[config.mk]
export PLATFORM = sky130hd
export DESIGN_NAME = mem_access_unit_flat
export DESIGN_NICKNAME = d
export VERILOG_FILES = /design/src/rtl/mem_access_unit_pkg.sv /design/src/rtl/mem_access_unit_if.sv /design/src/rtl/mem_access_unit_load_align.sv /design/src/rtl/mem_access_unit.sv /design/src/flat_wrapper.sv
export SDC_FILE = /design/constraint.sdc
export NUM_CORES = 1
export LEC_CHECK = 0
export BUFFER_PORTS_ARGS = -buffer_cell sky130_fd_sc_hd__buf_2
export CORE_UTILIZATION = 30
export DETAILED_ROUTE_END_ITERATION = 16
export GPL_ROUTABILITY_DRIVEN = 0
export GPL_TIMING_DRIVEN = 0
export PLACE_DENSITY = 0.55
export SYNTH_ARGS = -nofsm -noshare
export SYNTH_HDL_FRONTEND = slang
export SYNTH_SLANG_ARGS = --single-unit
export TNS_END_PERCENT = 50
[constraint.sdc]
create_clock -name clock -period 4.38 [get_ports clock]
set_input_delay 0.438 -clock clock [delete_from_list [all_inputs] [get_ports clock]]
set_output_delay 0.438 -clock clock [all_outputs]
set_load 0.05 [all_outputs]
[src/rtl/mem_access_unit_pkg.sv]
// ---------------------------------------------------------------------------
// mem_access_pkg
//   Shared definitions for the load/store front end: access size codes,
//   position of the unsigned-load bit in the op field, response error bit
//   indices, the control FSM state type, and the request checker used when
//   a request is accepted.
// ---------------------------------------------------------------------------
package mem_access_pkg;

   // Size codes carried in op[1:0] and passed unchanged to the memory.
   typedef enum logic [1:0] {
      SZ_BYTE = 2'b00,
      SZ_HALF = 2'b01,
      SZ_ILL  = 2'b10,
      SZ_WORD = 2'b11
   } size_t;

   // op[OP_UNSIGNED] selects zero extension on loads.
   localparam logic [1:0] OP_UNSIGNED = 2'd2;

   // Bit positions inside the 2-bit response error code.
   localparam logic ERR_ALIGN = 1'b0;
   localparam logic ERR_RANGE = 1'b1;

   typedef enum logic [1:0] {
      IDLE   = 2'b00,
      ACCESS = 2'b01,
      RESP   = 2'b10
   } state_t;

   // Error code for a request: alignment/illegal size and address window.
   function automatic logic [1:0] access_err(
      input logic [31:0] addr,
      input logic [1:0]  size,
      input logic [15:0] window
   );
      logic [1:0] err;
      err = '0;
      unique case (size)
         SZ_BYTE: err[ERR_ALIGN] = 1'b0;
         SZ_HALF: err[ERR_ALIGN] = addr[0];
         SZ_ILL:  err[ERR_ALIGN] = 1'b1;
         default: err[ERR_ALIGN] = |addr[1:0];
      endcase
      err[ERR_RANGE] = (addr[31:16] != window);
      return err;
   endfunction

endpackage

[src/rtl/mem_access_unit_if.sv]
// ---------------------------------------------------------------------------
// mem_access_unit_if
//   Bundles the three channels of the load/store front end:
//     req_*  : request from the memory stage (valid/ready handshake)
//     mem_*  : port to the asynchronous data memory
//     rsp_*  : response back to the pipeline (valid/ready handshake)
//   Modports:
//     slave  : the mem_access_unit itself
//     master : the surrounding pipeline + memory (request source, read data
//              source, response sink)
// ---------------------------------------------------------------------------
interface mem_access_unit_if;
   import mem_access_pkg::*;

   // request channel
   logic        req_valid;
   logic        req_ready;
   logic        req_we;
   logic [2:0]  req_op;
   logic [31:0] req_addr;
   logic [31:0] req_wdata;

   // memory port
   logic [31:0] mem_addr;
   logic [31:0] mem_wdata;
   size_t       mem_size;
   logic        mem_we;
   logic        mem_re;
   logic [31:0] mem_rdata;

   // response channel
   logic        rsp_valid;
   logic        rsp_ready;
   logic [31:0] rsp_rdata;
   logic [1:0]  rsp_err;

   modport slave (
      input  req_valid, req_we, req_op, req_addr, req_wdata,
      output req_ready,
      output mem_addr, mem_wdata, mem_size, mem_we, mem_re,
      input  mem_rdata,
      output rsp_valid, rsp_rdata, rsp_err,
      input  rsp_ready
   );

   modport master (
      output req_valid, req_we, req_op, req_addr, req_wdata,
      input  req_ready,
      input  mem_addr, mem_wdata, mem_size, mem_we, mem_re,
      output mem_rdata,
      input  rsp_valid, rsp_rdata, rsp_err,
      output rsp_ready
   );

endinterface

[src/rtl/mem_access_unit_load_align.sv]
// ---------------------------------------------------------------------------
// load_align
//   Combinational load-data extraction. Picks the addressed byte or half
//   lane from the raw memory word and sign- or zero-extends it to 32 bits.
//   Ports:
//     rdata : raw 32-bit word from the memory
//     addr  : low two address bits of the access
//     op    : access op, [1:0] size code, [2] unsigned
//     data  : extended load result
// ---------------------------------------------------------------------------
module load_align
   import mem_access_pkg::*;
(
   input  logic [31:0] rdata,
   input  logic [1:0]  addr,
   input  logic [2:0]  op,
   output logic [31:0] data
);

   logic [7:0]  byte_lane;
   logic [15:0] half_lane;
   logic        sign_ext;

   always_comb begin
      byte_lane = rdata[7:0];
      half_lane = rdata[15:0];
      sign_ext  = ~op[OP_UNSIGNED];
      data      = rdata;

      unique case (addr)
         2'd0: byte_lane = rdata[7:0];
         2'd1: byte_lane = rdata[15:8];
         2'd2: byte_lane = rdata[23:16];
         2'd3: byte_lane = rdata[31:24];
      endcase

      if (addr[1]) begin
         half_lane = rdata[31:16];
      end

      unique case (op[1:0])
         SZ_BYTE: data = {{24{sign_ext & byte_lane[7]}}, byte_lane};
         SZ_HALF: data = {{16{sign_ext & half_lane[15]}}, half_lane};
         default: data = rdata;
      endcase
   end

endmodule

[src/rtl/mem_access_unit.sv]
// ---------------------------------------------------------------------------
// mem_access_unit
//   Load/store front end between the memory stage and the asynchronous data
//   memory. Takes one request at a time, checks alignment and the address
//   window, drives the memory port for exactly one cycle, and returns the
//   extended load data (or an error code) on a held response channel.
//   Byte-lane replication and write-enable decode are left to the memory.
//   Parameters:
//     MEM_ADDR : required value of req_addr[31:16] for a legal access
//   Ports:
//     clock    : single clock, rising edge
//     reset_n  : asynchronous active-low reset
//     bus      : request / memory / response channels (slave side)
// ---------------------------------------------------------------------------
module mem_access_unit
   import mem_access_pkg::*;
#(
   parameter logic [15:0] MEM_ADDR = 16'h1000
) (
   input  logic             clock,
   input  logic             reset_n,
   mem_access_unit_if.slave bus
);

   state_t      state;
   state_t      state_next;
   logic        accept;
   logic [1:0]  req_err;
   logic        uns_q;
   logic [31:0] load_data;

   assign accept  = bus.req_valid & bus.req_ready;
   assign req_err = access_err(bus.req_addr, bus.req_op[1:0], MEM_ADDR);

   // ------------------------------------------------------------------
   // Control FSM
   // ------------------------------------------------------------------
   always_ff @(posedge clock or negedge reset_n) begin
      if (!reset_n) begin
         state <= IDLE;
      end else begin
         state <= state_next;
      end
   end

   always_comb begin
      state_next = state;
      unique case (state)
         IDLE: begin
            if (accept) begin
               // A rejected request skips the memory and answers at once.
               state_next = (req_err != '0) ? RESP : ACCESS;
            end
         end
         ACCESS: state_next = RESP;
         RESP: begin
            if (bus.rsp_ready) begin
               state_next = IDLE;
            end
         end
         default: state_next = IDLE;
      endcase
   end

   // ------------------------------------------------------------------
   // Load data extraction from the memory word being read this cycle.
   // mem_size still holds the latched size during ACCESS.
   // ------------------------------------------------------------------
   load_align u_load_align (
      .rdata (bus.mem_rdata),
      .addr  (bus.mem_addr[1:0]),
      .op    ({uns_q, bus.mem_size}),
      .data  (load_data)
   );

   // ------------------------------------------------------------------
   // Registered outputs. req_ready/rsp_valid are registered from the next
   // state so req_ready stays low through reset and only rises at the
   // first edge after release. mem_we/mem_re are set on acceptance and
   // cleared unconditionally one edge later, giving a one-cycle strobe
   // that the asynchronous reset can kill before the store commits.
   // ------------------------------------------------------------------
   always_ff @(posedge clock or negedge reset_n) begin
      if (!reset_n) begin
         bus.req_ready <= 1'b0;
         bus.rsp_valid <= 1'b0;
         bus.rsp_rdata <= '0;
         bus.rsp_err   <= '0;
         bus.mem_addr  <= '0;
         bus.mem_wdata <= '0;
         bus.mem_size  <= SZ_BYTE;
         bus.mem_we    <= 1'b0;
         bus.mem_re    <= 1'b0;
         uns_q         <= 1'b0;
      end else begin
         bus.req_ready <= (state_next == IDLE);
         bus.rsp_valid <= (state_next == RESP);
         bus.mem_we    <= 1'b0;
         bus.mem_re    <= 1'b0;

         if ((state == IDLE) && accept) begin
            if (req_err == '0) begin
               bus.mem_addr  <= bus.req_addr;
               bus.mem_wdata <= bus.req_wdata;
               bus.mem_size  <= size_t'(bus.req_op[1:0]);
               bus.mem_we    <= bus.req_we;
               bus.mem_re    <= ~bus.req_we;
               uns_q         <= bus.req_op[OP_UNSIGNED];
            end else begin
               bus.rsp_rdata <= '0;
               bus.rsp_err   <= req_err;
            end
         end

         if (state == ACCESS) begin
            bus.rsp_rdata <= bus.mem_re ? load_data : '0;
            bus.rsp_err   <= '0;
         end
      end
   end

endmodule

[src/flat_wrapper.sv]
// flat-port wrapper written by rule: the top's interface ports become plain ports
module mem_access_unit_flat import mem_access_pkg::*;
#(
   parameter logic [15:0] MEM_ADDR = 16'h1000
)
  (clock, reset_n, bus_req_valid, bus_req_we, bus_req_op, bus_req_addr, bus_req_wdata, bus_req_ready, bus_mem_addr, bus_mem_wdata, bus_mem_size, bus_mem_we, bus_mem_re, bus_mem_rdata, bus_rsp_valid, bus_rsp_rdata, bus_rsp_err, bus_rsp_ready);
  mem_access_unit_if bus_i ();
  input  logic clock;
  input  logic reset_n;
  input wire logic [$bits(bus_i.req_valid)-1:0] bus_req_valid;
  input wire logic [$bits(bus_i.req_we)-1:0] bus_req_we;
  input wire logic [$bits(bus_i.req_op)-1:0] bus_req_op;
  input wire logic [$bits(bus_i.req_addr)-1:0] bus_req_addr;
  input wire logic [$bits(bus_i.req_wdata)-1:0] bus_req_wdata;
  output wire logic [$bits(bus_i.req_ready)-1:0] bus_req_ready;
  output wire logic [$bits(bus_i.mem_addr)-1:0] bus_mem_addr;
  output wire logic [$bits(bus_i.mem_wdata)-1:0] bus_mem_wdata;
  output wire logic [$bits(bus_i.mem_size)-1:0] bus_mem_size;
  output wire logic [$bits(bus_i.mem_we)-1:0] bus_mem_we;
  output wire logic [$bits(bus_i.mem_re)-1:0] bus_mem_re;
  input wire logic [$bits(bus_i.mem_rdata)-1:0] bus_mem_rdata;
  output wire logic [$bits(bus_i.rsp_valid)-1:0] bus_rsp_valid;
  output wire logic [$bits(bus_i.rsp_rdata)-1:0] bus_rsp_rdata;
  output wire logic [$bits(bus_i.rsp_err)-1:0] bus_rsp_err;
  input wire logic [$bits(bus_i.rsp_ready)-1:0] bus_rsp_ready;
  assign bus_i.req_valid = bus_req_valid;
  assign bus_i.req_we = bus_req_we;
  assign bus_i.req_op = bus_req_op;
  assign bus_i.req_addr = bus_req_addr;
  assign bus_i.req_wdata = bus_req_wdata;
  assign bus_req_ready = bus_i.req_ready;
  assign bus_mem_addr = bus_i.mem_addr;
  assign bus_mem_wdata = bus_i.mem_wdata;
  assign bus_mem_size = bus_i.mem_size;
  assign bus_mem_we = bus_i.mem_we;
  assign bus_mem_re = bus_i.mem_re;
  assign bus_i.mem_rdata = bus_mem_rdata;
  assign bus_rsp_valid = bus_i.rsp_valid;
  assign bus_rsp_rdata = bus_i.rsp_rdata;
  assign bus_rsp_err = bus_i.rsp_err;
  assign bus_i.rsp_ready = bus_rsp_ready;
  mem_access_unit #(.MEM_ADDR(MEM_ADDR)) u_core (.clock(clock), .reset_n(reset_n), .bus(bus_i));
endmodule
== After elaboration in Yosys (flattened, before gate mapping) ==
Index checks and enable logic that the tools add are counted.
Widths: inputs -> output; s select.
Storage, ports and cells
  memories: 0
  word-level logic and storage cells: 58
  bits in read-only memories: 0
  latch bits: 0
  RAM bits: 0
  register bits after elaboration: 107
  output and inout bits: 104
Operators by class
  multiplexer cells: 19
  magnitude comparators: 0
  div/mod/pow operators: 0
  bitwise gates (word level): 5
  shifts and indexed selects: 0
  multipliers: 0
  $add $sub $neg: 0
  reductions and logical operators: 12
  eq/ne operators: 11
Operator list (count)
  $mux 32: 4
  $pmux 32 s2: 1
  $pmux 8 s4: 1
  $mux 16: 1
  $ne 16x13->1 const B: 1
  $logic_not 2->1: 6
  $mux 2: 6
  $eq 2x2->1 const B: 5
  $eq 2x1->1 const B: 4
  $pmux 2 s3: 1
  $mux 1: 4
  $reduce_and 2->1: 2
  $reduce_bool 2->1: 2
  $and 1x1->1: 3
  $pmux 1 s3: 1
  $ne 2x2->1 const B: 1
  $not 1->1: 2
  $reduce_or 2->1: 1
  $logic_and 1x1->1: 1

== Longest topological paths before layout ==
Gate-level depths: netlist of the first run.
  depth after elaboration: 7
  depth in mapped cells: 7

== Modules after synthesis ==
A second synthesis of the first run with hierarchy kept.
Second synthesis, totals
  cell total of the unflattened synthesis: 453
  area, all modules: 5071.1 sq um
By module, submodules not included
  mem_access_unit: seq. area each 2677.6 sq um, cells each 320, area an instance 4087.7 sq um, instances 1
  load_align: seq. area each 0.0 sq um, cells each 133, area an instance 983.4 sq um, instances 1

== Worst setup path after synthesis of the first run ==
No wires, ideal clock.
  path kind: register -> register
  start point: reg u_core.bus.mem_addr[1]
  end point: reg u_core.bus.rsp_rdata[7]
  setup slack: 2.368 ns
  stages on the path, launching flop included: 6
  required time: 4.245 ns
  arrival: 1.878 ns
  buffers on the path: 1
  path through: dfrtp_1 -> buf_2 -> mux4_2 -> nor2b_1 -> a221oi_1 -> o32ai_1
On the way
  cells in the longest elaborated chain, start to end: 5
  elaborated cells between the ends (all ways): 9
Ends and longest elaborated chain
  from (decl): RTL line mem_access_unit_if.sv:40  | output mem_addr, mem_wdata, mem_size, mem_we, mem_re,
  from (signal assigned): RTL line mem_access_unit.sv:103  | bus.mem_addr <= bus.req_addr;
  $eq 2x2->1 (tied with other cells): RTL line mem_access_unit_load_align.sv:30  | unique case (addr)
  $pmux 8 s4: RTL line mem_access_unit_load_align.sv:30
  $pmux 32 s2 (*): RTL line mem_access_unit_load_align.sv:41  | unique case (op[1:0])
  $mux 32 (*): RTL line mem_access_unit.sv:116  | bus.rsp_rdata <= bus.mem_re ? load_data : '0;
  $mux 32 (*): RTL line mem_access_unit.sv:115  | if (state == ACCESS) begin
  to (signal assigned): RTL line mem_access_unit.sv:116
  to (decl): RTL line mem_access_unit_if.sv:42  | output rsp_valid, rsp_rdata, rsp_err,
Mark *: on every way between the ends. The rest lies on a longest branch, timed or not.
A chain may end at the register's enable or synchronous reset.

== Final worst setup path of the first run ==
  start point: reg u_core.bus.mem_size[1]
  end point: reg u_core.bus.rsp_rdata[4]
On the way
  cells in the longest elaborated chain, start to end: 4
  elaborated cells between the ends (all ways): 5
Ends and longest elaborated chain
  from (decl): RTL line mem_access_unit_if.sv:40
  from (signal assigned): RTL line mem_access_unit.sv:105  | bus.mem_size <= size_t'(bus.req_op[1:0]);
  $eq 2x1->1 or $logic_not 2->1 (tied branches): RTL line mem_access_unit_load_align.sv:41
  $pmux 32 s2 (*): RTL line mem_access_unit_load_align.sv:41
  $mux 32 (*): RTL line mem_access_unit.sv:116
  $mux 32 (*): RTL line mem_access_unit.sv:115
Marks and branches as above.

==> flow_summary.json, run 1 <==
{
  "core.rowCount": 46,
  "finalCritPeriodShare_pct": 46.7,
  "worstPathRequired_ps": 4660,
  "grt_antenna_before_repair": 1,
  "wire_per_inst_um": 16.9,
  "cp-end-kind": "flip-flop",
  "fin_skew_ps": 9.37,
  "seqCellArea_um2": 2680,
  "crit_type": "reg -> reg",
  "arrival_ps": 2330,
  "netlist_instances": 401,
  "htreeDepth": 3,
  "postCtsSetupRepairBufs": 0,
  "hold_violations": 0,
  "hp-class": "in -> async",
  "r2r_slack_ps": 2330,
  "cts_resized": 0,
  "grt_first_pass_wirelength_um": 21900,
  "fin_util_pct": 41.1,
  "cts_num_sinks": 107,
  "io-pin-count": 208,
  "finalSetupViolCount": 0,
  "cts_root_buffer": "clkbuf_16",
  "leakage_nw": 3.44,
  "coreArea_um2": 15900,
  "syn2layout_area_growth_pct": 33.6,
  "initial_core_util_pct": 30.8,
  "clock_latency_ps": 350,
  "fp.dieArea_um2": 16900,
  "drc_errors": 0,
  "vias": 4105,
  "p_per_area_nw_per_um2": 329,
  "die_width_um": 130,
  "syn_nets": 505,
  "final_cell_mix": "buf_2, dfrtp_1, mux2_2, inv_1, nor2_1",
  "avgViaCountPerCell": 4.88,
  "grt_pass1_vias": 4087,
  "yosysTopAreaCellShare_pct": 54.5,
  "drt-pass1-iter-count": 4,
  "die_h_um": 130,
  "hpwl_um": 11000,
  "seq_area_frac_synth_pct": 54.5,
  "drive_gt1_share_pct": 48.2,
  "slew_headroom_pct": 48.2,
  "antenna_left": 0,
  "syn_avg_cell_area_um2": 12.2,
  "multiInputGateArea_um2": 1930,
  "synth-edff-count": 0,
  "synthDistinctLibCells": 48,
  "ys_ff_latch": 107,
  "syn_area_um2": 4910,
  "wl_um": 14200,
  "rsz0062_at_grt": "no",
  "setup-tns-final_ps": 0,
  "ctsHoldBuffers": 0,
  "clkTransAtPathRegs_ps": 80,
  "yosys.area.top_type": "dfrtp_1",
  "cp-start-kind": "flip-flop",
  "grt_use_met1_pct": 22.2,
  "cts_buffers": 9,
  "synth-async-reset-ratio_pct": 100,
  "outcome": "finished, final reports clean",
  "ff2ff_path_depth": 5,
  "synth_ff_type": "dfrtp_1",
  "yosysWarnings": 0,
  "tritoncts": "done",
  "rr_endpoint": "u_core.bus.rsp_rdata[4]",
  "vdd_drop_max_v": 0.000227,
  "busiest_layer": "met2",
  "period_needed_ps": 2050,
  "grt_usage_pct": 17.0,
  "nets": 724,
  "numPortBuffers": 207,
  "n_fill_cell": 1589,
  "report.final.slew_viol_count": 0,
  "mostFrequentLayoutCell": "buf_2",
  "tightest_slew_ps": 758,
  "cts_buffer_depth": 2,
  "met2_usage_pct": 27.2,
  "crit_fanout": 10,
  "drt_iter0_drc": 194,
  "max_cap_violations": 0,
  "grt-ovfl-total": 0,
  "timing.fmax_mhz": 489,
  "met3_usage_pct": 4.10,
  "ys_top_cells_by_area": "dfrtp_1, mux2_2, mux2_4",
  "grt_max_degree": 73,
  "rr_startpoint": "u_core.bus.mem_size[1]"
}
-- critical path: stages (launching register included) --
cell and delay [ps]:
dfrtp_1 450, inv_1 180, clkbuf_1 400, nor2_1 90, a2111oi_0 700, a41o_1 160
-- synth_stat cells, types with 3 or more instances --
cell type,number
nor2b_1,18
nor2_1,25
buf_4,4
dfrtp_1,107
o311ai_0,16
a41o_1,7
nand2_1,19
o2111ai_1,7
mux2_4,14
mux4_2,8
nor3b_1,9
nor4_1,7
mux2_2,37
inv_1,32
o21ai_0,10
o22ai_1,8
clkbuf_1,12
nand2b_1,3
a2111oi_0,7
buf_2,6
o31ai_1,8
-- worst max path at each step --
stage / depth (start not counted) / start / slack [ps] / endpoint
2_1_floorplan: 5 / u_core.bus.mem_addr[1] / 2370 / u_core.bus.rsp_rdata[7]
3_3_place_gp: 1 / reset_n / 1690 / u_core.bus.mem_addr[4]
3_5_place_dp: 8 / bus_req_addr[29] / 2160 / u_core.bus.mem_wdata[16]
4_1_cts: 5 / u_core.bus.mem_size[1] / 2310 / u_core.bus.rsp_rdata[4]
5_1_grt: 6 / u_core.state[1] / 2190 / u_core.bus.rsp_rdata[23]
6_report: 5 / u_core.bus.mem_size[1] / 2330 / u_core.bus.rsp_rdata[4]
-- per-stage QoR --
| step | worst slack [ps] | instances | instance area [um2] | power [mW] | hold WS [ps] |
|---|---|---|---|---|---|
| finish | 2330 | 842 | 6560 | 2.16 | 40.6 |
| global route | 2190 | 841 | 6560 | 2.25 | 72.0 |
| floorplan | 2370 | 401 | 4910 | 1.19 | 142 |
| CTS | 2310 | 841 | 6560 | 2.19 | 44.1 |
| detailed placement | 2160 | 825 | 6250 | 1.32 | 434 |
| global placement | 1690 | 824 | 6220 | 1.32 | 456 |
-- layout make-up --
cell class / count / share of cell area [%]
multi-input combinational: 234 / 29.4
antenna: 1 / 0.0382
timing repair buffer: 208 / 16.3
clock inverter: 7 / 1.28
clock buffer: 9 / 3.43
buffer: 28 / 2.77
tap: 216 / 4.12
sequential: 107 / 40.8
inverter: 32 / 1.83
-- routing by layer --
metal / vias to the layer above / share of wire [%]
met5: - / 0
met4: 0 / 1.7
met3: 13 / 7.0
met2: 144 / 49
met1: 2034 / 42
li1: 1914 / -
-- power breakdown --
group | total, mW | switching (mW) | leakage, nW | internal (mW)
registers | 1.03 | 0.0174 | 1.48 | 1.01
logic | 0.278 | 0.192 | 1.81 | 0.0858
clock network | 0.855 | 0.400 | 0.147 | 0.455
-- registers in the layout, indices dropped and copies added, names as in the netlist --
name,cells
u_core.bus.mem_addr,32
u_core.bus.mem_wdata,32
u_core.bus.rsp_rdata,32
u_core.bus.mem_size,2
u_core.bus.rsp_err,2
u_core.state,2
u_core.bus.mem_re,1
u_core.bus.mem_we,1
u_core.bus.req_ready,1
u_core.bus.rsp_valid,1
u_core.uns_q,1
-- logic make-up after synthesis --
| kind of cell | count (synthesis) | synth area share (%) |
|---|---|---|
| DFF | 107 | 54.5 |
| and+or+nand+nor | 98 | 10.8 |
| AOI/OAI and AO/OA | 76 | 11.9 |
| muxes | 60 | 16.6 |
| buffers and inverters | 60 | 6.14 |
Note: power is estimated with default switching activity, not from simulation.
==> run 2, diff against run 1 <==
--- a/config.mk
+++ b/config.mk
@@ -5,6 +5,7 @@
 export SDC_FILE = /design/constraint.sdc
 export NUM_CORES = 1
 export LEC_CHECK = 0
+export ABC_AREA = 1
 export BUFFER_PORTS_ARGS = -buffer_cell sky130_fd_sc_hd__buf_2
 export CORE_UTILIZATION = 30
 export DETAILED_ROUTE_END_ITERATION = 16
==> constraint.sdc (replaced) <==
create_clock -name clock -period 2 [get_ports clock]
set_input_delay 0.2 -clock clock [delete_from_list [all_inputs] [get_ports clock]]
set_output_delay 0.2 -clock clock [all_outputs]
set_load 0.05 [all_outputs]
==> flow_summary.json, run 2 <==
{
  "outcome": "finished, final reports clean",
  "timing.fmax_mhz": 569,
  "antenna_left": 0,
  "grt-ovfl-total": 0,
  "cts_buffers": 9,
  "cts_num_sinks": 107,
  "clockPowerShare_pct": 39.6,
  "worstPathRequired_ps": 2250,
  "core.rowCount": 46,
  "comb_power_share_pct": 12.4,
  "yosys.area.top_type": "dfrtp_1",
  "syn_nets": 748,
  "fin_cells": 1088,
  "path_cells": "clkbuf_1 -> clkbuf_1 -> a21oi_1 -> nand2_1 -> nand2_1",
  "tightest_slew_ps": 659,
  "fin_util_pct": 41.5,
  "cp_num_cells": 5,
  "yosysTopAreaCellShare_pct": 53.5,
  "grt_max_degree": 77,
  "p_per_area_nw_per_um2": 694,
  "grt_antenna_before_repair": 4,
  "hold_depth": 3,
  "drt-pass1-iter-count": 5,
  "cp-end-kind": "flip-flop",
  "fin_total_pwr_mw": 4.64,
  "synth-async-reset-ratio_pct": 100,
  "seq_area_frac_synth_pct": 53.5,
  "max_cap_violations": 0,
  "p_switching_mw": 1.36,
  "rr_startpoint": "u_core.bus.mem_size[1]",
  "fin_skew_ps": 11.4,
  "vias": 4871,
  "tritoncts": "done",
  "htreeDepth": 3,
  "cp-start-kind": "flip-flop",
  "grt_pass1_vias": 4653,
  "grt_first_pass_wirelength_um": 25100,
  "io-pin-count": 208,
  "dp_cells": 1068,
  "internal_power_mw": 3.27,
  "yosysWarnings": 0,
  "drc_errors": 0,
  "initial_core_util_pct": 31.1,
  "top_regs": "u_core.bus.mem_addr x32, u_core.bus.mem_wdata x32, u_core.bus.rsp_rdata x32",
  "holdPathEnd": "u_core.bus.mem_wdata[18]",
  "coreArea_um2": 16100,
  "mostFrequentLayoutCell": "nand2_1",
  "drt_iter0_drc": 269,
  "avgViaCountPerCell": 4.48,
  "synthDistinctLibCells": 25,
  "vdd_drop_max_v": 0.000350,
  "syn_avg_cell_area_um2": 7.78,
  "clock_latency_ps": 360,
  "swShare_pct": 29.4,
  "hold_violations": 0,
  "postCtsSetupRepairBufs": 0,
  "fp.dieArea_um2": 17200,
  "cts_root_buffer": "clkbuf_16",
  "netlist_instances": 644,
  "wl_um": 15600,
  "seq_power_share_pct": 47.9,
  "rr_endpoint": "u_core.bus.rsp_rdata[23]",
  "syn2layout_area_growth_pct": 33.5,
  "final_cell_mix": "nand2_1, buf_2, dfrtp_1, nor2_1, nand3_1",
  "cts_buffer_depth": 2,
  "crit_buf_inv": 2,
  "n_fill_cell": 1772,
  "synth-edff-count": 0,
  "ys_top_cells_by_area": "dfrtp_1, nand2_1, nand3_1",
  "ff2ff_path_depth": 5,
  "slew_headroom_pct": 56.1,
  "crit_type": "reg -> reg",
  "finalSetupViolCount": 0,
  "finalCritPeriodShare_pct": 87.8,
  "report.final.slew_viol_count": 0,
  "period_needed_ps": 1760,
  "ys_ff_latch": 107,
  "die_width_um": 131,
  "numPortBuffers": 207,
  "nets": 969,
  "wire_per_inst_um": 14.3,
  "drive_gt1_share_pct": 29.0,
  "hp-class": "in -> reg",
  "synth.most_common_cell": "nand2_1",
  "min_from": "bus_req_wdata[18]",
  "clkTransAtPathRegs_ps": 90,
  "synth_ff_type": "dfrtp_1",
  "leakage_nw": 3.99,
  "synthTopCellsByCount": "nand2_1, dfrtp_1, nor2_1",
  "crit_family": "buffers and inverters",
  "slowest_delay_ps": 470,
  "r2r_slack_ps": 240,
  "rsz0062_at_grt": "no",
  "die_h_um": 131,
  "hpwl_um": 12000,
  "crit_slowest_cell": "clkbuf_1",
  "setup-tns-final_ps": 0,
  "grt_usage_pct": 18.7,
  "syn_area_um2": 5010,
  "arrival_ps": 2010,
  "crit_fanout": 10
}
## run 2: metal layers
metal | up-vias | GRT usage, % | share of wire (%) | wire [um]
met5 | - | 0 | 0.17 | 27
met4 | 4 | 6.67 | 1.5 | 241
met3 | 19 | 5.40 | 8.6 | 1340
met2 | 192 | 29.0 | 45 | 6950
met1 | 2213 | 24.6 | 45 | 7010
li1 | 2443 | - | - | -
## run 2: what timing repair did
action,4_1_cts,5_1_grt
endpoints found under the setup margin,0,6
hold buffers,2,0
gates resized for setup,0,1
endpoints found under the hold margin,32,0
## run 2: worst min-delay path: stages
cell	delay, ps
buf_2	70
nand2_1	40
nand2_1	50
## run 2: through the flow
stage          instance area (um2)  worst slack (ps)  hold WS [ps]
2_1_floorplan                 5010               268         -95.6
3_3_place_gp                  6310              -648           376
3_5_place_dp                  6350               164           110
4_1_cts                       6680               134          11.1
5_1_grt                       6680              92.1          29.3
6_report                      6690               244          26.9
## run 2: layout make-up
type                    instances  area [um2]  share of cell area [%]
flip-flops and latches        107        2680                    40.0
multi-input cells             452        1920                    28.7
repair buffers                210        1090                    16.3
well taps                     216         270                    4.04
clock buffers                   9         225                    3.37
plain buffers                  32         213                    3.18
inverters                      53         199                    2.98
clock inverters                 7        85.1                    1.27
diodes                          2        5.00                  0.0749
## run 2: worst max path at each step
stage / from / end / slack [ps]
2_1_floorplan: u_core.bus.req_ready / u_core.bus.mem_addr[11] / 270
3_3_place_gp: reset_n / u_core.bus.mem_addr[11] / -650
3_5_place_dp: u_core.bus.mem_addr[1] / u_core.bus.rsp_rdata[24] / 160
4_1_cts: u_core.bus.mem_addr[1] / u_core.bus.rsp_rdata[25] / 130
5_1_grt: u_core.bus.mem_size[0] / u_core.bus.rsp_rdata[24] / 90
6_report: u_core.bus.mem_size[1] / u_core.bus.rsp_rdata[23] / 240
## run 2: kinds of logic (layout without fill, tap and decap cells)
kind of cell,Yosys count,after routing,share of synthesized area [%]
compound gates,57,57,6.32
buf+inv,85,311,8.22
flops,107,107,53.5
other cells,0,2,0
simple gates,395,395,32.0
## run 2: power groups by stage
stage,combinational [mW],sequential [mW],clock (mW)
CTS,0.584,2.23,1.92
global placement,0.572,2.27,0
detailed placement,0.580,2.27,0
global route,0.632,2.23,1.98
finish,0.577,2.22,1.84
floorplan,0.182,2.39,0
